[config.mk]
export PLATFORM = sky130hd
export DESIGN_NAME = ika87ad_opfetch
export DESIGN_NICKNAME = d
export VERILOG_FILES = /design/src/rtl/ika87ad_opfetch.sv
export SDC_FILE = /design/constraint.sdc
export NUM_CORES = 1
export LEC_CHECK = 0
export ABC_AREA = 0
export ABC_CLOCK_PERIOD_IN_PS = 3100
export CAP_MARGIN = 25
export CORE_ASPECT_RATIO = 1.2
export CORE_MARGIN = 3
export CORE_UTILIZATION = 48
export CTS_BUF_LIST = sky130_fd_sc_hd__clkbuf_4 sky130_fd_sc_hd__clkbuf_8 sky130_fd_sc_hd__clkbuf_16
export CTS_CLUSTER_SIZE = 14
export DETAILED_ROUTE_END_ITERATION = 10
export GPL_ROUTABILITY_DRIVEN = 0
export PLACE_DENSITY = 0.94
export SYNTH_ARGS = -nofsm -noshare
export SYNTH_HDL_FRONTEND = slang
export SYNTH_SLANG_ARGS = --single-unit
[constraint.sdc]
create_clock -name i_EMUCLK -period 3.1 [get_ports i_EMUCLK]
set_input_delay 0.93 -clock i_EMUCLK [delete_from_list [all_inputs] [get_ports i_EMUCLK]]
set_output_delay 0.93 -clock i_EMUCLK [all_outputs]
set_load 0.005 [all_outputs]
[src/rtl/ika87ad_opfetch.sv]
// Opcode fetch unit: fetches one opcode (optionally preceded by a page prefix
// byte), or injects the interrupt opcode, and holds it for the decoder until
// it is accepted. Every output is driven directly from a flip-flop.
module ika87ad_opfetch #(
    parameter logic [7:0] INT_OPCODE = 8'h73
) (
    input  logic       i_EMUCLK,
    input  logic       i_RST,
    input  logic       i_START,
    input  logic       i_INT_PEND,
    input  logic       i_SKIP,
    input  logic       i_RDVALID,
    input  logic [7:0] i_RDDATA,
    input  logic       i_DEC_READY,
    output logic       o_FETCH_EN,
    output logic       o_PC_INC,
    output logic [7:0] o_OPCODE,
    output logic [2:0] o_OPCODE_PAGE,
    output logic       o_OP_VALID,
    output logic       o_SKIPPED,
    output logic       o_INT_ACK,
    output logic       o_BUSY
);

    typedef enum logic [1:0] {
        IDLE   = 2'd0,
        FETCH1 = 2'd1,
        FETCH2 = 2'd2,
        HOLD   = 2'd3
    } state_t;

    state_t     state_q, state_d;
    logic [7:0] opcode_q, opcode_d;
    logic [2:0] page_q, page_d;
    logic       skip_q, skip_d;
    logic       pc_inc_q, pc_inc_d;
    logic       int_ack_q, int_ack_d;
    logic       fetch_en_q, op_valid_q, busy_q;
    logic [2:0] pfx_page;

    // Map a prefix byte to its opcode page; zero means "not a prefix".
    always_comb begin
        pfx_page = 3'd0;
        case (i_RDDATA)
            8'h48:   pfx_page = 3'd1;
            8'h60:   pfx_page = 3'd2;
            8'h64:   pfx_page = 3'd3;
            8'h70:   pfx_page = 3'd4;
            8'h74:   pfx_page = 3'd5;
            default: pfx_page = 3'd0;
        endcase
    end

    // Next-state and next-output logic of the fetch sequencer.
    always_comb begin
        state_d   = state_q;
        opcode_d  = opcode_q;
        page_d    = page_q;
        skip_d    = skip_q;
        pc_inc_d  = 1'b0;
        int_ack_d = 1'b0;
        case (state_q)
            IDLE: begin
                if (i_START) begin
                    if (i_INT_PEND && !i_SKIP) begin
                        // Interrupt entry: no bus fetch, PC untouched.
                        state_d   = HOLD;
                        opcode_d  = INT_OPCODE;
                        page_d    = 3'd0;
                        skip_d    = 1'b0;
                        int_ack_d = 1'b1;
                    end else begin
                        // A skipped instruction still fetches normally, so the
                        // interrupt waits for the next boundary.
                        state_d = FETCH1;
                        skip_d  = i_SKIP;
                        page_d  = 3'd0;
                    end
                end
            end
            FETCH1: begin
                if (i_RDVALID) begin
                    pc_inc_d = 1'b1;
                    if (pfx_page != 3'd0) begin
                        page_d  = pfx_page;
                        state_d = FETCH2;
                    end else begin
                        opcode_d = i_RDDATA;
                        page_d   = 3'd0;
                        state_d  = HOLD;
                    end
                end
            end
            FETCH2: begin
                // Second byte is taken literally; prefixes do not nest.
                if (i_RDVALID) begin
                    pc_inc_d = 1'b1;
                    opcode_d = i_RDDATA;
                    state_d  = HOLD;
                end
            end
            HOLD: begin
                if (i_DEC_READY) begin
                    state_d = IDLE;
                end
            end
            default: state_d = IDLE;
        endcase
    end

    // State and output registers; status flags are decoded from the next state
    // so they line up with the state they describe.
    always_ff @(posedge i_EMUCLK) begin
        if (i_RST) begin
            state_q    <= IDLE;
            opcode_q   <= 8'h00;
            page_q     <= 3'd0;
            skip_q     <= 1'b0;
            pc_inc_q   <= 1'b0;
            int_ack_q  <= 1'b0;
            fetch_en_q <= 1'b0;
            op_valid_q <= 1'b0;
            busy_q     <= 1'b0;
        end else begin
            state_q    <= state_d;
            opcode_q   <= opcode_d;
            page_q     <= page_d;
            skip_q     <= skip_d;
            pc_inc_q   <= pc_inc_d;
            int_ack_q  <= int_ack_d;
            fetch_en_q <= (state_d == FETCH1) || (state_d == FETCH2);
            op_valid_q <= (state_d == HOLD);
            busy_q     <= (state_d != IDLE);
        end
    end

    assign o_FETCH_EN    = fetch_en_q;
    assign o_PC_INC      = pc_inc_q;
    assign o_OPCODE      = opcode_q;
    assign o_OPCODE_PAGE = page_q;
    assign o_OP_VALID    = op_valid_q;
    assign o_SKIPPED     = skip_q;
    assign o_INT_ACK     = int_ack_q;
    assign o_BUSY        = busy_q;

endmodule

* Word level (Yosys, flattened, before mapping)
Cells that the tools add are included. W data, S select, Z words.
Word-level totals: register bits 19, bits in read-only memories 0, word-level logic and storage cells 63, bits in writable memories 0, memories kept 0, bits in latches 0, output and inout bits 17
Cells by class: mux-type cells 21, divide/modulo/power cells 0, magnitude comparators 0, shifts and indexed selects 0, add/sub/neg operators 0, multiply operators 0, reduce and logical (&&, ||, !) cells 14, bitwise gates (word level) 3, equal/unequal tests 16
Operators with widths (count):
- $eq A8 B7 Y1 const B | 5
- $mux W8 | 5
- $pmux W8 S3 | 1
- $pmux W3 S5 | 1
- $mux W2 | 5
- $ne A2 B2 Y1 const B | 5
- $mux W3 | 3
- $eq A2 B2 Y1 const B | 4
- $pmux W2 S4 | 1
- $pmux W3 S2 | 1
- $reduce_and A6 Y1 | 1
- $reduce_bool A3 Y1 | 2
- $eq A2 B1 Y1 const B | 2
- $mux W1 | 4
- $reduce_bool A2 Y1 | 2
- $reduce_or A2 Y1 | 2
- $not A1 Y1 | 3
- $reduce_and A3 Y1 | 1
- $reduce_or A3 Y1 | 1
- $logic_not A2 Y1 | 1
- $reduce_and A2 Y1 | 1
- $logic_and A1 B1 Y1 | 1
- $logic_not A1 Y1 | 1
- $logic_or A1 B1 Y1 | 1

* Depth between registers and ports, before layout
Gate-level depths: netlist (run 1).
depth after elaboration 8, gate-level depth with buffers 9, depth with buffers taken out 8

* Worst setup path after synthesis (run 1)
Ideal clock, no wire load.
path type input to register, start in i_RDDATA[0], end reg fetch_en_q (netlist: o_FETCH_EN), stages on the path 6, buffers on the path 0, arrival 2.126 ns, setup slack 0.857 ns, path through nor4b_2 o21ai_0 a31oi_1 or2_2 ha_1 nor2b_1
On the way: word-level cells in the longest chain between the ends 8
RTL lines:
- start, declared | line 13 | input logic [7:0] i_RDDATA,
- $eq A8 B7 Y1 | line 44 | case (i_RDDATA)
- $pmux W3 S5 (*) | line 44
- $reduce_bool A3 Y1 (*) | line 84 | if (pfx_page != 3'd0) begin
- $mux W1 (*) | line 84
- $mux W2 (*) | line 82 | if (i_RDVALID) begin
- $pmux W2 S4 (*) | line 62 | case (state_q)
- $eq A2 B1 Y1 / $eq A2 B2 Y1 (equally long branches) | line 131 | fetch_en_q <= (state_d == FETCH1) || (state_d == FETCH2);
- $logic_or A1 B1 Y1 (*) | line 131
- end signal, assigned | line 131
- end, declared | line 38 | logic fetch_en_q, op_valid_q, busy_q;
Mark *: on every way between the ends. The rest lies on a longest branch, timed or not. A chain may end at the register's enable or synchronous reset.

* Worst setup path in the final report (run 1)
start in i_RDDATA[3], end reg fetch_en_q (netlist: o_FETCH_EN)
Same word-level chain as after synthesis.

==> results of run 1 <==
final cells by class:
cell class	count	area, µm²
timing repair buffer	32	318
fill	143	572
sequential	19	380
inverter	9	33.8
clock inverter	1	5.00
tap	19	23.8
clock buffer	3	22.5
multi-input combinational	71	538
state kept, by name, indices dropped and copies added (netlist names):
| signal | count |
|---|---|
| o_OPCODE | 8 |
| o_OPCODE_PAGE | 3 |
| state_q | 2 |
| o_BUSY | 1 |
| o_FETCH_EN | 1 |
| o_INT_ACK | 1 |
| o_OP_VALID | 1 |
| o_PC_INC | 1 |
| o_SKIPPED | 1 |
cells in the final DEF, fill, tap and decap left out, types with 2 or more instances in the layout:
master,n
o21ai_1,4
a31oi_1,2
clkbuf_4,3
nand2b_1,2
nor2b_1,2
a32oi_1,2
ha_1,6
nand2_1,3
nor2_1,8
a311oi_1,5
clkdlybuf4s50_1,31
a21oi_1,9
dfxtp_1,19
inv_1,9
and3b_1,2
nand4_1,3
cells in the mapped netlist (2+ instances only):
| library cell | count |
|---|---|
| o21ai_1 | 4 |
| nor2b_1 | 2 |
| ha_1 | 6 |
| a32oi_1 | 2 |
| nor2_1 | 8 |
| nand4_1 | 3 |
| dfxtp_1 | 19 |
| nand2_1 | 3 |
| and3b_1 | 2 |
| a31oi_1 | 2 |
| a21oi_1 | 9 |
| inv_1 | 9 |
| nand2b_1 | 2 |
| a311oi_1 | 5 |
per-stage QoR:
stage / total power, W / instance area (µm²) / cells
2_1_floorplan: 0.000839 / 983 / 104
3_3_place_gp: 0.00103 / 1290 / 150
3_5_place_dp: 0.00105 / 1290 / 150
4_1_cts: 0.00119 / 1320 / 154
5_1_grt: 0.00128 / 1320 / 154
6_report: 0.00120 / 1320 / 154
power groups by stage:
stage               clock network, W  logic, W  registers (W)
global placement                   0  0.000668       0.000365
finish                      0.000132  0.000704       0.000361
CTS                         0.000131  0.000701       0.000361
floorplan                          0  0.000469       0.000370
global route                0.000142  0.000768       0.000372
detailed placement                 0  0.000688       0.000367
cells by family after synthesis:
family                   after synthesis
adder cells (fa/ha/maj)                6
flip-flops                            19
buffers and inverters                 14
AO/OA/AOI/OAI                         34
AND/OR/NAND/NOR                       31
worst min-delay path by stage:
stage / from / end / slack [ns] / cells after the start
2_1_floorplan: o_SKIPPED$_SDFFE_PP0P_ / o_SKIPPED$_SDFFE_PP0P_ / 0.45 / 2
3_3_place_gp: o_SKIPPED$_SDFFE_PP0P_ / o_SKIPPED$_SDFFE_PP0P_ / 0.44 / 2
3_5_place_dp: o_SKIPPED$_SDFFE_PP0P_ / o_SKIPPED$_SDFFE_PP0P_ / 0.45 / 2
4_1_cts: o_SKIPPED$_SDFFE_PP0P_ / o_SKIPPED$_SDFFE_PP0P_ / 0.47 / 2
5_1_grt: o_SKIPPED$_SDFFE_PP0P_ / o_SKIPPED$_SDFFE_PP0P_ / 0.51 / 2
6_report: o_SKIPPED$_SDFFE_PP0P_ / o_SKIPPED$_SDFFE_PP0P_ / 0.47 / 2
worst max-delay path: stages:
cell	delay, ns
clkdlybuf4s50_1	0.50
and2b_2	0.27
o21ai_0	0.20
a31oi_1	0.15
or2_2	0.32
ha_1	0.29
nor2b_1	0.12
metal layers:
metal | wire length (µm) | vias to the layer above | share of wire, %
met1 | 1020 | 411 | 43
met5 | 0 | - | 0
met3 | 124 | 5 | 5.2
li1 | - | 450 | -
met4 | 50 | 0 | 2.1
met2 | 1190 | 33 | 50
==> run_summary.xml, run 1 <==
<?xml version="1.0" encoding="UTF-8"?>
<metrics>
  <group name="cts">
    <metric name="clockRootBuffer" unit="">clkbuf_4</metric>
    <metric name="post-cts-setup-buffers" unit="">0</metric>
    <metric name="ctsResizeCount" unit="">0</metric>
    <metric name="cts_tree" unit="">built</metric>
    <metric name="numCtsBuffers" unit="">3</metric>
    <metric name="clk_path_buf_depth" unit="">2</metric>
    <metric name="worst_path_clk_slew" unit="ns">0.11</metric>
    <metric name="cts_num_sinks" unit="">19</metric>
    <metric name="h-tree-depth" unit="">1</metric>
    <metric name="clk_latency" unit="ns">0.31</metric>
    <metric name="postCtsHoldBufs" unit="">0</metric>
  </group>
  <group name="critical_path">
    <metric name="timing.reg2reg.setup_slack" unit="ns">0.87</metric>
    <metric name="worstReg2RegStart" unit="">state_q[0]$_SDFF_PP0_</metric>
    <metric name="critical_path_required" unit="ns">3.29</metric>
    <metric name="critical_path.startpoint_type" unit="">input port</metric>
    <metric name="setup.worst_path.end_class" unit="">flop</metric>
    <metric name="reg2reg_depth" unit="">7</metric>
    <metric name="arrival" unit="ns">2.79</metric>
    <metric name="path_max_fanout" unit="">6</metric>
    <metric name="crit_type" unit="">input port to flop</metric>
    <metric name="crit_path_end" unit="">o_FETCH_EN$_SDFF_PP0_</metric>
    <metric name="crit_path_start" unit="">i_RDDATA[3]</metric>
    <metric name="regToRegEndpoint" unit="">o_FETCH_EN$_SDFF_PP0_</metric>
  </group>
  <group name="logic_synthesis">
    <metric name="post_synth_mux_area_share" unit="%">0</metric>
    <metric name="ys_dominant_reg_cell" unit="">dfxtp_1</metric>
    <metric name="synth_top_family_by_area" unit="">compound AO/OA/AOI/OAI gates</metric>
    <metric name="synthesized_area_fraction_occupied_by_xor_and_xnor_cells" unit="%">0</metric>
    <metric name="synth_edf_count" unit="">0</metric>
    <metric name="synth.avg_cell_area" unit="µm²">9.46</metric>
    <metric name="synth_top_cell_area_share" unit="%">38.7</metric>
    <metric name="synth-compound-area-share" unit="%">26.0</metric>
    <metric name="netlist_area" unit="µm²">983</metric>
    <metric name="ys_ff_latch" unit="">19</metric>
    <metric name="syn-num-nets" unit="">125</metric>
    <metric name="syn_inst" unit="">104</metric>
    <metric name="synthArstFlopShare" unit="%">0</metric>
    <metric name="synth-seq-area-share" unit="%">38.7</metric>
    <metric name="netlist_top_cells_area" unit="">dfxtp_1 (39%), ha_1 (7.6%), a21oi_1 (4.6%)</metric>
    <metric name="synth-warning-count" unit="">0</metric>
    <metric name="synthAdderAreaFrac" unit="%">7.63</metric>
    <metric name="ys_types" unit="">42</metric>
    <metric name="synth_simple_gate_area_share" unit="%">21.1</metric>
    <metric name="netlist.top_cell.by_area" unit="">dfxtp_1</metric>
  </group>
  <group name="power_and_ir_drop">
    <metric name="switching_power" unit="W">0.000482</metric>
    <metric name="part_of_the_power_in_the_clock_network" unit="%">11.0</metric>
    <metric name="sw_frac_of_total" unit="%">40.3</metric>
    <metric name="leakagePower" unit="nW">0.538</metric>
    <metric name="internal_power" unit="W">0.000714</metric>
    <metric name="seqPwrFrac" unit="%">30.2</metric>
    <metric name="power.density_cell_area" unit="mW/mm²">905</metric>
    <metric name="combPwrFrac" unit="%">58.8</metric>
    <metric name="power.ir.vdd_worst" unit="V">0.000551</metric>
  </group>
  <group name="place">
    <metric name="detailedPlace.worstSlack" unit="ns">0.252</metric>
    <metric name="place_hpwl" unit="µm">1700</metric>
    <metric name="io_port_bufs" unit="">31</metric>
  </group>
  <group name="sta">
    <metric name="report.final.slew_viol_count" unit="">0</metric>
    <metric name="timing_hold_violations_final" unit="">0</metric>
    <metric name="final.min_clock_period" unit="ns">2.60</metric>
    <metric name="timing.final.setup_violations" unit="">0</metric>
    <metric name="max_freq" unit="MHz">385</metric>
    <metric name="timing.final.crit_share" unit="%">83.7</metric>
    <metric name="finalHoldWorstSlack" unit="ns">0.467</metric>
    <metric name="slew_headroom" unit="%">55.9</metric>
    <metric name="sum_neg_setup_slack" unit="ns">0</metric>
    <metric name="final.setup_skew" unit="ns">0.00211</metric>
    <metric name="worst_slew_pin_slew" unit="ns">0.659</metric>
    <metric name="grt_setup_unrepaired" unit="">false</metric>
    <metric name="timing.final.ws_setup" unit="ns">0.505</metric>
  </group>
  <group name="die">
    <metric name="floorplan.initialDensity" unit="%">51.9</metric>
    <metric name="dieWidth" unit="µm">47.3</metric>
    <metric name="num_io_pins" unit="">32</metric>
    <metric name="dieHeight" unit="µm">55.6</metric>
    <metric name="fp.coreArea" unit="mm²">0.00189</metric>
    <metric name="num_rows" unit="">17</metric>
    <metric name="dieArea" unit="mm²">0.00263</metric>
  </group>
  <group name="grt">
    <metric name="grt_util_met2" unit="%">34.5</metric>
    <metric name="global_route.peak_usage_layer" unit="">met2</metric>
    <metric name="globalRoute.totalOverflow" unit="">0</metric>
    <metric name="use_met1" unit="%">21.7</metric>
    <metric name="maximum_number_of_pins_on_one_net_before_global_route_repair" unit="">20</metric>
    <metric name="grt.met3_usage" unit="%">3.24</metric>
    <metric name="number_of_antenna_violations_at_the_first_check_in_global_routing" unit="">0</metric>
    <metric name="global_routing_usage_summed_across_all_routing_layers" unit="%">19.7</metric>
    <metric name="wire_length_of_the_first_global_routing_pass" unit="µm">3860</metric>
    <metric name="first_global_vias" unit="">909</metric>
  </group>
  <group name="final_layout">
    <metric name="antennaDiodeCount" unit="">0</metric>
    <metric name="post_route_cells_drive_above_1_share" unit="%">11.1</metric>
    <metric name="design.final.nets" unit="">157</metric>
    <metric name="area_delta_synth_final" unit="%">34.4</metric>
    <metric name="fin_util" unit="%">69.8</metric>
  </group>
  <group name="detailed_routing">
    <metric name="detail_route.vias_per_cell" unit="">5.84</metric>
    <metric name="detail_route.wl_per_cell" unit="µm">15.5</metric>
    <metric name="total_wirelength_of_the_detailed_routed_design" unit="µm">2390</metric>
    <metric name="detailedRoute.firstPassIterationCount" unit="">4</metric>
    <metric name="number_of_routed_nets_with_antenna_violations" unit="">0</metric>
    <metric name="drc_errors" unit="">0</metric>
    <metric name="detailedRoute.firstIterationViolations" unit="">35</metric>
    <metric name="routed-via-count" unit="">899</metric>
  </group>
  <group name="min_path">
    <metric name="min-delay-path-class" unit="">flop to flop</metric>
  </group>
  <group name="outcome">
    <metric name="status" unit="">finished, final reports clean</metric>
  </group>
  <group name="job">
    <metric name="timing.max_cap.violations" unit="">0</metric>
  </group>
</metrics>
(Power assumes the default switching activity.)
==> run 2: changes to the inputs <==
Settings changed: ABC_CLOCK_PERIOD_IN_PS 3100 to 2600, CORE_UTILIZATION 48 to 45, PLACE_DENSITY 0.94 to 0.89.
Clock period 3.1 ns to 2.6 ns, I/O delays scaled along.
==> run 2 against run 1 <==
Against the previous run: via count increased by 2.7%; register-to-register slack got worse by 0.41 ns; non-clock buffer count increased by 7; sequential power increased by 19%; sequential share of layout area decreased by 1.4 points.
==> run_summary.xml, run 2 (same netlist as run 1, synthesis figures left out) <==
<?xml version="1.0" encoding="UTF-8"?>
<metrics>
  <group name="outcome">
    <metric name="status" unit="">finished, final reports clean</metric>
  </group>
  <group name="critical_path">
    <metric name="crit_path_end" unit="">o_FETCH_EN$_SDFF_PP0_</metric>
    <metric name="path_cells" unit="">clkdlybuf4s50_1, and2b_2, o21ai_0, a31oi_1, or2_2, ha_1, nor2b_1</metric>
    <metric name="worstReg2RegStart" unit="">state_q[0]$_SDFF_PP0_</metric>
    <metric name="path_max_fanout" unit="">3</metric>
    <metric name="arrival" unit="ns">2.54</metric>
    <metric name="critical_path_required" unit="ns">2.76</metric>
    <metric name="setup.worst_path.end_class" unit="">flop</metric>
    <metric name="timing.reg2reg.setup_slack" unit="ns">0.46</metric>
    <metric name="critPathSlowestCell" unit="">clkdlybuf4s50_1</metric>
    <metric name="critical_path.max_stage_delay" unit="ns">0.49</metric>
    <metric name="crit_path_start" unit="">i_RDDATA[3]</metric>
    <metric name="reg2reg_depth" unit="">7</metric>
    <metric name="critical_path.startpoint_type" unit="">input port</metric>
    <metric name="crit_type" unit="">input port to flop</metric>
    <metric name="regToRegEndpoint" unit="">o_FETCH_EN$_SDFF_PP0_</metric>
  </group>
  <group name="die">
    <metric name="dieHeight" unit="µm">57.2</metric>
    <metric name="fp.coreArea" unit="mm²">0.00196</metric>
    <metric name="dieArea" unit="mm²">0.00278</metric>
    <metric name="num_rows" unit="">17</metric>
    <metric name="dieWidth" unit="µm">48.7</metric>
    <metric name="floorplan.initialDensity" unit="%">50.3</metric>
    <metric name="num_io_pins" unit="">32</metric>
  </group>
  <group name="power_and_ir_drop">
    <metric name="part_of_the_power_in_the_clock_network" unit="%">10.6</metric>
    <metric name="internal_power" unit="W">0.000889</metric>
    <metric name="leakagePower" unit="nW">0.573</metric>
    <metric name="combPwrFrac" unit="%">59.5</metric>
    <metric name="seqPwrFrac" unit="%">29.9</metric>
    <metric name="sw_frac_of_total" unit="%">38.2</metric>
    <metric name="power.ir.vdd_worst" unit="V">0.000817</metric>
    <metric name="power.density_cell_area" unit="mW/mm²">1040</metric>
    <metric name="switching_power" unit="W">0.000550</metric>
  </group>
  <group name="sta">
    <metric name="timing_hold_violations_final" unit="">0</metric>
    <metric name="timing.final.crit_share" unit="%">91.2</metric>
    <metric name="timing.final.setup_violations" unit="">0</metric>
    <metric name="report.final.slew_viol_count" unit="">0</metric>
    <metric name="slew_headroom" unit="%">53.8</metric>
    <metric name="final.setup_skew" unit="ns">0.00192</metric>
    <metric name="max_freq" unit="MHz">422</metric>
    <metric name="sum_neg_setup_slack" unit="ns">0</metric>
    <metric name="final.min_clock_period" unit="ns">2.37</metric>
    <metric name="grt_setup_unrepaired" unit="">false</metric>
    <metric name="worst_slew_pin_slew" unit="ns">0.691</metric>
    <metric name="timing.final.ws_setup" unit="ns">0.228</metric>
  </group>
  <group name="cts">
    <metric name="ctsResizeCount" unit="">0</metric>
    <metric name="numCtsBuffers" unit="">3</metric>
    <metric name="cts_num_sinks" unit="">19</metric>
    <metric name="clockRootBuffer" unit="">clkbuf_4</metric>
    <metric name="cts_tree" unit="">built</metric>
    <metric name="postCtsHoldBufs" unit="">0</metric>
    <metric name="h-tree-depth" unit="">1</metric>
    <metric name="clk_latency" unit="ns">0.29</metric>
    <metric name="post-cts-setup-buffers" unit="">0</metric>
    <metric name="worst_path_clk_slew" unit="ns">0.10</metric>
    <metric name="clk_path_buf_depth" unit="">2</metric>
  </group>
  <group name="detailed_routing">
    <metric name="detail_route.wl_per_cell" unit="µm">13.4</metric>
    <metric name="detail_route.vias_per_cell" unit="">5.43</metric>
    <metric name="detailedRoute.firstPassIterationCount" unit="">4</metric>
    <metric name="number_of_routed_nets_with_antenna_violations" unit="">0</metric>
    <metric name="drc_errors" unit="">0</metric>
    <metric name="total_wirelength_of_the_detailed_routed_design" unit="µm">2290</metric>
    <metric name="detailedRoute.firstIterationViolations" unit="">27</metric>
    <metric name="routed-via-count" unit="">923</metric>
  </group>
  <group name="final_layout">
    <metric name="largest_register_ffs" unit="">8</metric>
    <metric name="fillerInstances" unit="">165</metric>
    <metric name="area_delta_synth_final" unit="%">41.1</metric>
    <metric name="post_route_cells_drive_above_1_share" unit="%">15.5</metric>
    <metric name="antennaDiodeCount" unit="">0</metric>
    <metric name="most-common-layout-cells" unit="">clkdlybuf4s50_1 (31), dfxtp_1 (19), inv_1 (9), a21oi_1 (9)</metric>
    <metric name="design.final.nets" unit="">164</metric>
    <metric name="mostFrequentLayoutCell" unit="">clkdlybuf4s50_1</metric>
  </group>
  <group name="min_path">
    <metric name="min-delay-path-class" unit="">flop to flop</metric>
  </group>
  <group name="place">
    <metric name="io_port_bufs" unit="">31</metric>
    <metric name="detailedPlace.worstSlack" unit="ns">-0.0695</metric>
    <metric name="place_hpwl" unit="µm">1790</metric>
  </group>
  <group name="grt">
    <metric name="global_routing_usage_summed_across_all_routing_layers" unit="%">18.3</metric>
    <metric name="wire_length_of_the_first_global_routing_pass" unit="µm">4030</metric>
    <metric name="first_global_vias" unit="">912</metric>
    <metric name="maximum_number_of_pins_on_one_net_before_global_route_repair" unit="">20</metric>
    <metric name="globalRoute.totalOverflow" unit="">0</metric>
    <metric name="number_of_antenna_violations_at_the_first_check_in_global_routing" unit="">0</metric>
  </group>
  <group name="job">
    <metric name="timing.max_cap.violations" unit="">0</metric>
  </group>
</metrics>
[run 2: worst min path at each step]
stage / from / endpoint / slack, ns / cells after the start
final: o_SKIPPED$_SDFFE_PP0P_ / o_SKIPPED$_SDFFE_PP0P_ / 0.46 / 2
after global routing: o_SKIPPED$_SDFFE_PP0P_ / o_SKIPPED$_SDFFE_PP0P_ / 0.48 / 2
after CTS: o_SKIPPED$_SDFFE_PP0P_ / o_SKIPPED$_SDFFE_PP0P_ / 0.47 / 2
after detailed placement: o_SKIPPED$_SDFFE_PP0P_ / o_SKIPPED$_SDFFE_PP0P_ / 0.45 / 2
after global placement: o_SKIPPED$_SDFFE_PP0P_ / o_SKIPPED$_SDFFE_PP0P_ / 0.45 / 2
after floorplan: o_SKIPPED$_SDFFE_PP0P_ / o_SKIPPED$_SDFFE_PP0P_ / 0.45 / 2
[run 2: metrics by stage]
stage          instances  total power [W]  hold WS (ns)  util [%]  cell area (µm²)
2_1_floorplan        104          0.00100         0.453         -              983
3_3_place_gp         166          0.00126         0.450      69.4             1360
3_5_place_dp         166          0.00130         0.450      69.4             1360
4_1_cts              170          0.00145         0.467      70.9             1390
5_1_grt              170          0.00157         0.479      70.9             1390
6_report             170          0.00144         0.464      70.9             1390
[run 2: area by class of cell]
type	instances	area [µm²]	area share [%]
timing repair buffer	39	370	26.7
multi-input combinational	71	538	38.8
inverter	9	33.8	2.43
clock buffer	4	30.0	2.16
tap	28	35.0	2.52
sequential	19	380	27.4
[run 2: metal layers]
metal	GRT usage [%]	routed length [µm]	vias to the layer above	share of wire (%)
met5	0	0	-	0
met4	8.54	46	0	2.0
met3	4.18	117	5	5.1
met2	31.8	1130	28	49
met1	21.4	994	430	44
li1	-	-	460	-
[run 2: power groups by stage]
stage	registers [W]	logic (W)	clock network, W
floorplan	0.000441	0.000560	0
global placement	0.000433	0.000827	0
detailed placement	0.000436	0.000859	0
CTS	0.000431	0.000861	0.000158
global route	0.000442	0.000953	0.000171
finish	0.000430	0.000856	0.000153
[run 2: critical path: cells and delay by family]
kind | cells | cell delay (ns)
adders and majority gates | 1 | 0.29
AOI/OAI and AO/OA | 2 | 0.30
buffers and inverters | 1 | 0.49
and+or+nand+nor | 3 | 0.67
